## src/rtl/fifo_wr_arbiter.sv

```systemverilog
// Round-robin burst arbiter sharing one FWFT FIFO write port; a burst is granted only if it fits.
// Optional watchdog abort of stalled bursts when FIFO_ARB_TIMEOUT_EN is defined.
module fifo_wr_arbiter #(
  parameter int unsigned NUM_REQ    = 4,
  parameter int unsigned DATA_WIDTH = 8,
  parameter int unsigned FIFO_DEPTH = 8,
  parameter int unsigned ADDR_WIDTH = $clog2(FIFO_DEPTH),
  parameter int unsigned MAX_BURST  = 4,
  parameter int unsigned LEN_WIDTH  = $clog2(MAX_BURST) + 1,
  parameter int unsigned TIMEOUT    = 16
) (
  input  logic                                clk,
  input  logic                                rst,
  input  logic [NUM_REQ-1:0]                  req_i,
  input  logic [NUM_REQ-1:0][LEN_WIDTH-1:0]   len_i,
  input  logic [NUM_REQ-1:0]                  valid_i,
  input  logic [NUM_REQ-1:0][DATA_WIDTH-1:0]  data_i,
  output logic [NUM_REQ-1:0]                  ready_o,
  output logic [NUM_REQ-1:0]                  grant_o,
  output logic                                fifo_wen_o,
  output logic [DATA_WIDTH-1:0]               fifo_wdata_o,
  input  logic                                fifo_full_i,
  input  logic [ADDR_WIDTH:0]                 fifo_count_i,
  output logic                                busy_o,
  output logic                                abort_o
);

  localparam int unsigned PtrW = (NUM_REQ > 1) ? $clog2(NUM_REQ) : 1;
  localparam int unsigned CntW = ADDR_WIDTH + 1;
  localparam int unsigned CmpW = (LEN_WIDTH > CntW) ? LEN_WIDTH : CntW;
  localparam logic [CmpW-1:0] MaxBurstC = CmpW'(MAX_BURST);
  localparam logic [CmpW-1:0] DepthC    = CmpW'(FIFO_DEPTH);

  if (TIMEOUT < 1 || MAX_BURST < 1) begin : g_bad_params
    $error("fifo_wr_arbiter: TIMEOUT and MAX_BURST must be at least 1");
  end

  typedef enum logic {StIdle, StBurst} state_e;

  state_e                  state_q;
  logic [NUM_REQ-1:0]      grant_q;
  logic [PtrW-1:0]         rr_ptr_q;
  logic [PtrW-1:0]         owner_q;
  logic [LEN_WIDTH-1:0]    beats_left_q;

  logic [CmpW-1:0]                  count_ext;
  logic [CmpW-1:0]                  free_space;
  logic [NUM_REQ-1:0][LEN_WIDTH-1:0] eff_len;
  logic [NUM_REQ-1:0]               eligible;
  logic                             found;
  logic [PtrW-1:0]                  win_idx;
  logic [PtrW-1:0]                  idx;
  logic [PtrW-1:0]                  next_rr;
  logic                             beat;

  // Free space saturates at zero so a bogus count above depth blocks every grant.
  always_comb begin
    count_ext  = CmpW'(fifo_count_i);
    free_space = (count_ext >= DepthC) ? '0 : DepthC - count_ext;
    eff_len    = '0;
    eligible   = '0;
    for (int unsigned k = 0; k < NUM_REQ; k++) begin
      eff_len[k]  = (CmpW'(len_i[k]) > MaxBurstC) ? LEN_WIDTH'(MAX_BURST) : len_i[k];
      eligible[k] = req_i[k] && (len_i[k] != '0) && (CmpW'(eff_len[k]) <= free_space);
    end
  end

  always_comb begin
    found   = 1'b0;
    win_idx = '0;
    idx     = '0;
    for (int unsigned i = 0; i < NUM_REQ; i++) begin
      idx = PtrW'((32'(rr_ptr_q) + i) % NUM_REQ);
      if (!found && eligible[idx]) begin
        found   = 1'b1;
        win_idx = idx;
      end
    end
  end

  assign next_rr = (owner_q == PtrW'(NUM_REQ - 1)) ? '0 : owner_q + 1'b1;
  assign beat    = (state_q == StBurst) && !rst && valid_i[owner_q] && !fifo_full_i;

  // Handshake is combinational so a beat lands the same cycle valid is presented.
  always_comb begin
    ready_o      = '0;
    fifo_wen_o   = 1'b0;
    fifo_wdata_o = '0;
    if (state_q == StBurst && !rst) begin
      ready_o[owner_q] = !fifo_full_i;
      fifo_wen_o       = beat;
      fifo_wdata_o     = data_i[owner_q];
    end
  end

`ifdef FIFO_ARB_TIMEOUT_EN
  localparam int unsigned WdogW = $clog2(TIMEOUT + 1);

  logic [WdogW-1:0] wdog_q;
  logic             abort_q;

  always_ff @(posedge clk) begin
    if (rst) begin
      state_q      <= StIdle;
      grant_q      <= '0;
      rr_ptr_q     <= '0;
      owner_q      <= '0;
      beats_left_q <= '0;
      wdog_q       <= '0;
      abort_q      <= 1'b0;
    end else begin
      abort_q <= 1'b0;
      unique case (state_q)
        StIdle: begin
          wdog_q <= '0;
          if (found) begin
            state_q      <= StBurst;
            grant_q      <= NUM_REQ'(1) << win_idx;
            owner_q      <= win_idx;
            beats_left_q <= eff_len[win_idx];
          end
        end
        StBurst: begin
          if (beat) begin
            wdog_q       <= '0;
            beats_left_q <= beats_left_q - 1'b1;
            if (beats_left_q == LEN_WIDTH'(1)) begin
              state_q  <= StIdle;
              grant_q  <= '0;
              rr_ptr_q <= next_rr;
            end
          end else if (wdog_q == WdogW'(TIMEOUT - 1)) begin
            // Beats already written stay in the FIFO; only the remainder is dropped.
            state_q      <= StIdle;
            grant_q      <= '0;
            rr_ptr_q     <= next_rr;
            beats_left_q <= '0;
            wdog_q       <= '0;
            abort_q      <= 1'b1;
          end else begin
            wdog_q <= wdog_q + 1'b1;
          end
        end
        default: state_q <= StIdle;
      endcase
    end
  end

  assign abort_o = abort_q;
`else
  always_ff @(posedge clk) begin
    if (rst) begin
      state_q      <= StIdle;
      grant_q      <= '0;
      rr_ptr_q     <= '0;
      owner_q      <= '0;
      beats_left_q <= '0;
    end else begin
      unique case (state_q)
        StIdle: begin
          if (found) begin
            state_q      <= StBurst;
            grant_q      <= NUM_REQ'(1) << win_idx;
            owner_q      <= win_idx;
            beats_left_q <= eff_len[win_idx];
          end
        end
        StBurst: begin
          if (beat) begin
            beats_left_q <= beats_left_q - 1'b1;
            if (beats_left_q == LEN_WIDTH'(1)) begin
              state_q  <= StIdle;
              grant_q  <= '0;
              rr_ptr_q <= next_rr;
            end
          end
        end
        default: state_q <= StIdle;
      endcase
    end
  end

  assign abort_o = 1'b0;
`endif

  assign grant_o = grant_q;
  assign busy_o  = (state_q == StBurst);

endmodule

```

## config.mk

```make
export PLATFORM = sky130hd
export DESIGN_NAME = fifo_wr_arbiter
export DESIGN_NICKNAME = d
export VERILOG_FILES = /design/src/rtl/fifo_wr_arbiter.sv
export SDC_FILE = /design/constraint.sdc
export NUM_CORES = 1
export LEC_CHECK = 0
export CAP_MARGIN = 15
export CELL_PAD_IN_SITES_DETAIL_PLACEMENT = 1
export CELL_PAD_IN_SITES_GLOBAL_PLACEMENT = 1
export CORE_UTILIZATION = 41
export CTS_BUF_LIST = sky130_fd_sc_hd__clkbuf_16
export DETAILED_ROUTE_END_ITERATION = 10
export DONT_BUFFER_PORTS = 1
export PLACE_DENSITY_LB_ADDON = 0.1
export SYNTH_ARGS = -nofsm -noshare
export SYNTH_HDL_FRONTEND = slang
export SYNTH_SLANG_ARGS = --single-unit
```

## constraint.sdc

```tcl
create_clock -name clk -period 2.9 [get_ports clk]
set_input_delay 0.29 -clock clk [delete_from_list [all_inputs] [get_ports clk]]
set_output_delay 0.29 -clock clk [all_outputs]
set_load 0.005 [all_outputs]
```

* Word level (Yosys, flattened, before mapping)
Index checks and enable logic that the tools add are counted.
** Word-level totals
- Output and inout port bits :: 19
- Register bits after elaboration :: 12
** Cells by class
- Order comparisons :: 16
- Equal/unequal tests :: 5
- Shift operators :: 1
- Reductions and logical operators :: 28
- Add/subtract/negate cells :: 6
- Muxes and demuxes :: 44
- Bitwise logic cells :: 2
** Operators with widths (count)
- 2-to-1 mux 3 bit :: 7
- 2-to-1 mux 4 bit :: 5
- less-than comparator 2 x 3 -> 1 bit, second input constant :: 6
- binary-select mux 8 bit (select 2 bit) :: 1
- <= comparator 3 x 4 -> 1 bit :: 4
- 2-to-1 mux 8 bit :: 2
- logical AND 1 bit :: 15
- 2-to-1 mux 1 bit :: 14
- > comparator 3 bit, second input constant :: 4
- nonzero test 3 bit :: 4
- binary-select mux 1 bit (select 2 bit) :: 5
- 2-to-1 mux 2 bit :: 5
- case mux 4 bit (2 select lines) :: 1
- binary-select mux 3 bit (select 2 bit) :: 1
- case mux 3 bit (2 select lines) :: 1
- AND reduction 3 bit :: 2
- logical NOT 1 bit :: 5
- adder 2 x 1 -> 2 bit, second input constant :: 2
- adder 2 bit, second input constant :: 2
- AND 4 bit :: 1
- greater-or-equal comparator 4 bit, second input constant :: 1
- inequality test 2 x 1 -> 1 bit, second input constant :: 2
- AND reduction 2 bit :: 2
- left shift 1 x 2 -> 4 bit, first input constant :: 1
- other kinds (9) :: 9

* Depth between registers and ports, before layout
- Depth after elaboration :: 20
- Mapped depth :: 12

* Worst setup path after synthesis
No wires, ideal clock.
- Path kind :: input -> register
- From :: in fifo_count_i[0]
- To :: reg beats_left_q[0]
- Path slack :: 60 ps
- Data arrival time :: 2761 ps
- Stages on the path :: 12
- Cell sequence :: inv_1 -> ha_1 -> nand2b_1 -> ha_1 -> nor2b_1 -> o221ai_1 -> a31oi_1 -> or2_4 -> a221o_2 -> nor2_4 -> mux2_1 -> o221ai_2
** Between the ends
- Cells in the longest elaborated chain, start to end :: 20
- Elaborated cells on any way between the ends :: 39
** Ends and longest elaborated chain
- from (decl) :: RTL line 23 : input logic [ADDR_WIDTH:0] fifo_count_i,
- subtractor 4 bit / greater-or-equal comparator 4 bit (equally long branches) :: RTL line 59 : free_space = (count_ext >= DepthC) ? '0 : DepthC - count_ext;
- 2-to-1 mux 4 bit (*) :: RTL line 59
- <= comparator 3 x 4 -> 1 bit :: RTL line 64 : eligible[k] = req_i[k] && (len_i[k] != '0) && (CmpW'(eff_len[k]) <= free_space);
- logical AND 1 bit :: RTL line 64
- binary-select mux 1 bit (select 2 bit) :: RTL line 74 : if (!found && eligible[idx]) begin
- 2-to-1 mux 1 bit (implied by the code) :: RTL line 74
- 2-to-1 mux 1 bit :: RTL line 74
- logical NOT 1 bit :: RTL line 74
- [4 not listed]
- 2-to-1 mux 1 bit :: RTL line 74
- logical NOT 1 bit :: RTL line 74
- logical AND 1 bit :: RTL line 74
- 2-to-1 mux 2 bit :: RTL line 74
- binary-select mux 3 bit (select 2 bit) :: RTL line 165 : beats_left_q <= eff_len[win_idx];
- 2-to-1 mux 3 bit (implied by the code) :: RTL line 165
- 2-to-1 mux 3 bit :: RTL line 161 : if (found) begin
- case mux 3 bit (2 select lines) :: RTL line 159 : unique case (state_q)
- to (signal assigned) :: RTL line 165
- to (signal assigned) :: RTL line 170 : beats_left_q <= beats_left_q - 1'b1;
- to (decl) :: RTL line 44 : logic [LEN_WIDTH-1:0] beats_left_q;
Mark *: on every way between the ends. The rest lies on a longest branch, timed or not. The select of a mux whose other input is x is not followed.
A chain may end at the register's enable or synchronous reset.

* Worst setup path after layout
- From :: in fifo_count_i[0]
- To :: reg beats_left_q[2]
Same word-level chain as after synthesis.

==> impl_metrics.tcl <==
set metrics [dict create \
    status "finished, final reports clean" \
    finalWeightedCongestion 0.897 \
    post-place-ws_ns -0.0918 \
    end_kind "flop" \
    busiest_layer "met2" \
    drv_cap 0 \
    drv_slew 0 \
    die_area_um2 4150 \
    synth_area_leaders "dfxtp_1, mux4_2, ha_1" \
    cts_buffer_depth 2 \
    path_class "in -> reg" \
    fin_nets 265 \
    num_rows 22 \
    clock-sinks 12 \
    insertion_delay_ns 0.24 \
    routed_wl_um 4570 \
    clk_pin_slew_ns 0.04 \
    seq_area_frac_synth_pct 15.0 \
    port-buffer-count 0 \
    hold_violations 0 \
    cp_max_fo 5 \
    num_vias 1477 \
    yosysTopAreaCell "dfxtp_1" \
    grt_util_met1_pct 29.1 \
    holdWs_ns 0.117 \
    final_common_cell "nor2b_1" \
    dp_hpwl_um 3900 \
    drt_iter0_drc 41 \
    dp.cells 234 \
    coreArea_um2 3690 \
    async_reset_ff_share_pct 0 \
    fin_skew_ns 0.00579 \
    worst_pin_slew_ns 0.525 \
    antenna_found_initial 0 \
    drive_gt1_share_pct 18.9 \
    setup_viol 0 \
    cts_made_buffers 3 \
    fillers 455 \
    met3_usage_pct 5.71 \
    gr-usage-met2_pct 38.3 \
    cp.required_ns 3.01 \
    synth_seq_cells 12 \
    grt_max_degree 14 \
    die_x_um 64.4 \
    initial_core_util_pct 43.3 \
    yosysWarningCount 0 \
    cts_tree "done" \
    synth.cell_area_um2 1600 \
    grt_pass1_vias 1496 \
    leakagePower_nw 0.652 \
    final.setup.tns_ns 0 \
    cts.htree.levels 1 \
    vdd_drop_max_uv 252 \
    syn_nets 259 \
    max_freq_mhz 361 \
    fin_crit_sh_pct 95.4 \
    hold_path.class "in -> reg" \
    worst_slack_ns 0.132 \
    cts_setup_buffers 0 \
    grt_pass1_wl_um 7210 \
    pin_count 78 \
    ctsResizeCount 0 \
    ys.flop_type "dfxtp_1" \
    die_h_um 64.4 \
    syn_avg_cell_area_um2 8.63 \
    grt-ovfl-total 0 \
    drc 0 \
    synth_edf_count 0 \
    antenna_left 0 \
    worst_ep_arrival_time_ns 2.88 \
    critPathLaunchType "input port" \
    diodes 0 \
    vias_per_cell 6.21 \
    cts_hold_buf 0 \
    layout_common_cells "nor2b_1, ha_1, dfxtp_1" \
    pwr_density_cell_nw_per_um2 431 \
    cts_root_buf "clkbuf_16" \
    wire_per_inst_um 19.2 \
    synthToLayoutAreaGrowth_pct 10.3 \
    stdcell_count 238 \
    rsz0062_at_grt "no" \
    synthCells 185 \
    grt_usage_pct 22.5 \
    synth_cell_types 56 \
    max-slew-margin-rel_pct 65.0 \
    drt_pass1_iterations 4 \
    synth_top_cell_area_share_pct 15.0 \
    min_period_ns 2.77 \
]
## flip-flops by register name, summed over array words and instances (netlist names)
| signal | cells |
|---|---|
| grant_o | 4 |
| beats_left_q | 3 |
| owner_q | 2 |
| rr_ptr_q | 2 |
| busy_o | 1 |
## where the power goes
group / total (W) / leakage, nW / internal (W) / switching [W]
Combinational: 0.000309 / 0.516 / 0.000150 / 0.000159
Sequential: 0.000202 / 0.0980 / 0.000183 / 0.0000182
Clock: 0.000249 / 0.0385 / 0.000181 / 0.0000681
Total: 0.000760 / 0.652 / 0.000514 / 0.000246
## kinds of logic after synthesis
logic type,share of synthesized area (%)
fa+ha+maj,13.8
xor+xnor,0.549
buf+inv,4.70
compound gates,24.5
flops,15.0
other cells,0.235
mux,15.4
simple gates,25.8
## Yosys cell counts, drive strengths merged, types with 2 or more instances
| cell type | count |
|---|---|
| nand2 | 11 |
| a31oi | 2 |
| dfxtp | 12 |
| o21a | 2 |
| and4 | 2 |
| ha | 15 |
| and2 | 7 |
| o221ai | 3 |
| mux2 | 2 |
| a2bb2oi | 2 |
| a21oi | 5 |
| nand2b | 5 |
| a221oi | 2 |
| o211ai | 2 |
| a211oi | 3 |
| mux2i | 2 |
| mux4 | 9 |
| a22oi | 3 |
| o31ai | 5 |
| clkbuf | 2 |
| nor2 | 12 |
| buf | 5 |
| nand3 | 9 |
| a21boi | 3 |
| nor3 | 3 |
| maj3 | 3 |
| or2 | 3 |
| o21ai | 11 |
| nor2b | 17 |
| inv | 11 |
## per-stage QoR
step	utilization, %	cell area [um2]	total power [W]
final	47.8	1760	0.000760
after CTS	47.8	1760	0.000769
after floorplan	-	1600	0.000440
after global routing	47.8	1760	0.000811
after detailed placement	45.6	1680	0.000512
after global placement	45.6	1680	0.000501
## final cells by class
| class | count | area, um2 | area share (%) |
|---|---|---|---|
| multi-input cells | 155 | 1280 | 72.7 |
| flip-flops and latches | 12 | 240 | 13.6 |
| inverters | 11 | 41.3 | 2.34 |
| well taps | 48 | 60.1 | 3.41 |
| repair buffers | 8 | 60.1 | 3.41 |
| clock inverters | 1 | 3.75 | 0.213 |
| clock buffers | 3 | 75.1 | 4.26 |
## routing by layer
metal	wire (um)	part of all wire, %	up-vias
met5	0	0	-
met4	29	0.63	0
met3	420	9.2	4
met2	2110	46	71
met1	2010	44	698
li1	-	-	704
## worst paths after layout
| path | depth (start not counted) | slack (ns) | end | start |
|---|---|---|---|---|
| hold / removal | 1 | 0.12 | grant_o[2] | rst |
| hold reg to reg | 2 | 0.47 | grant_o[1] | grant_o[1] |
| setup / recovery | 13 | 0.13 | beats_left_q[2] | fifo_count_i[0] |
| setup reg to reg | 7 | 0.79 | beats_left_q[2] | busy_o |
## worst max-delay path, stage by stage
cell and delay, ns:
inv_1 0.03, ha_1 0.30, nand2b_1 0.12, ha_1 0.33, nor2b_1 0.15, o211ai_1 0.17, a31oi_1 0.14, or2_4 0.27
a221o_2 0.41, nor2_4 0.16, buf_4 0.15, mux2i_1 0.23, o221ai_1 0.12
Note: power is estimated with default switching activity, not from simulation.
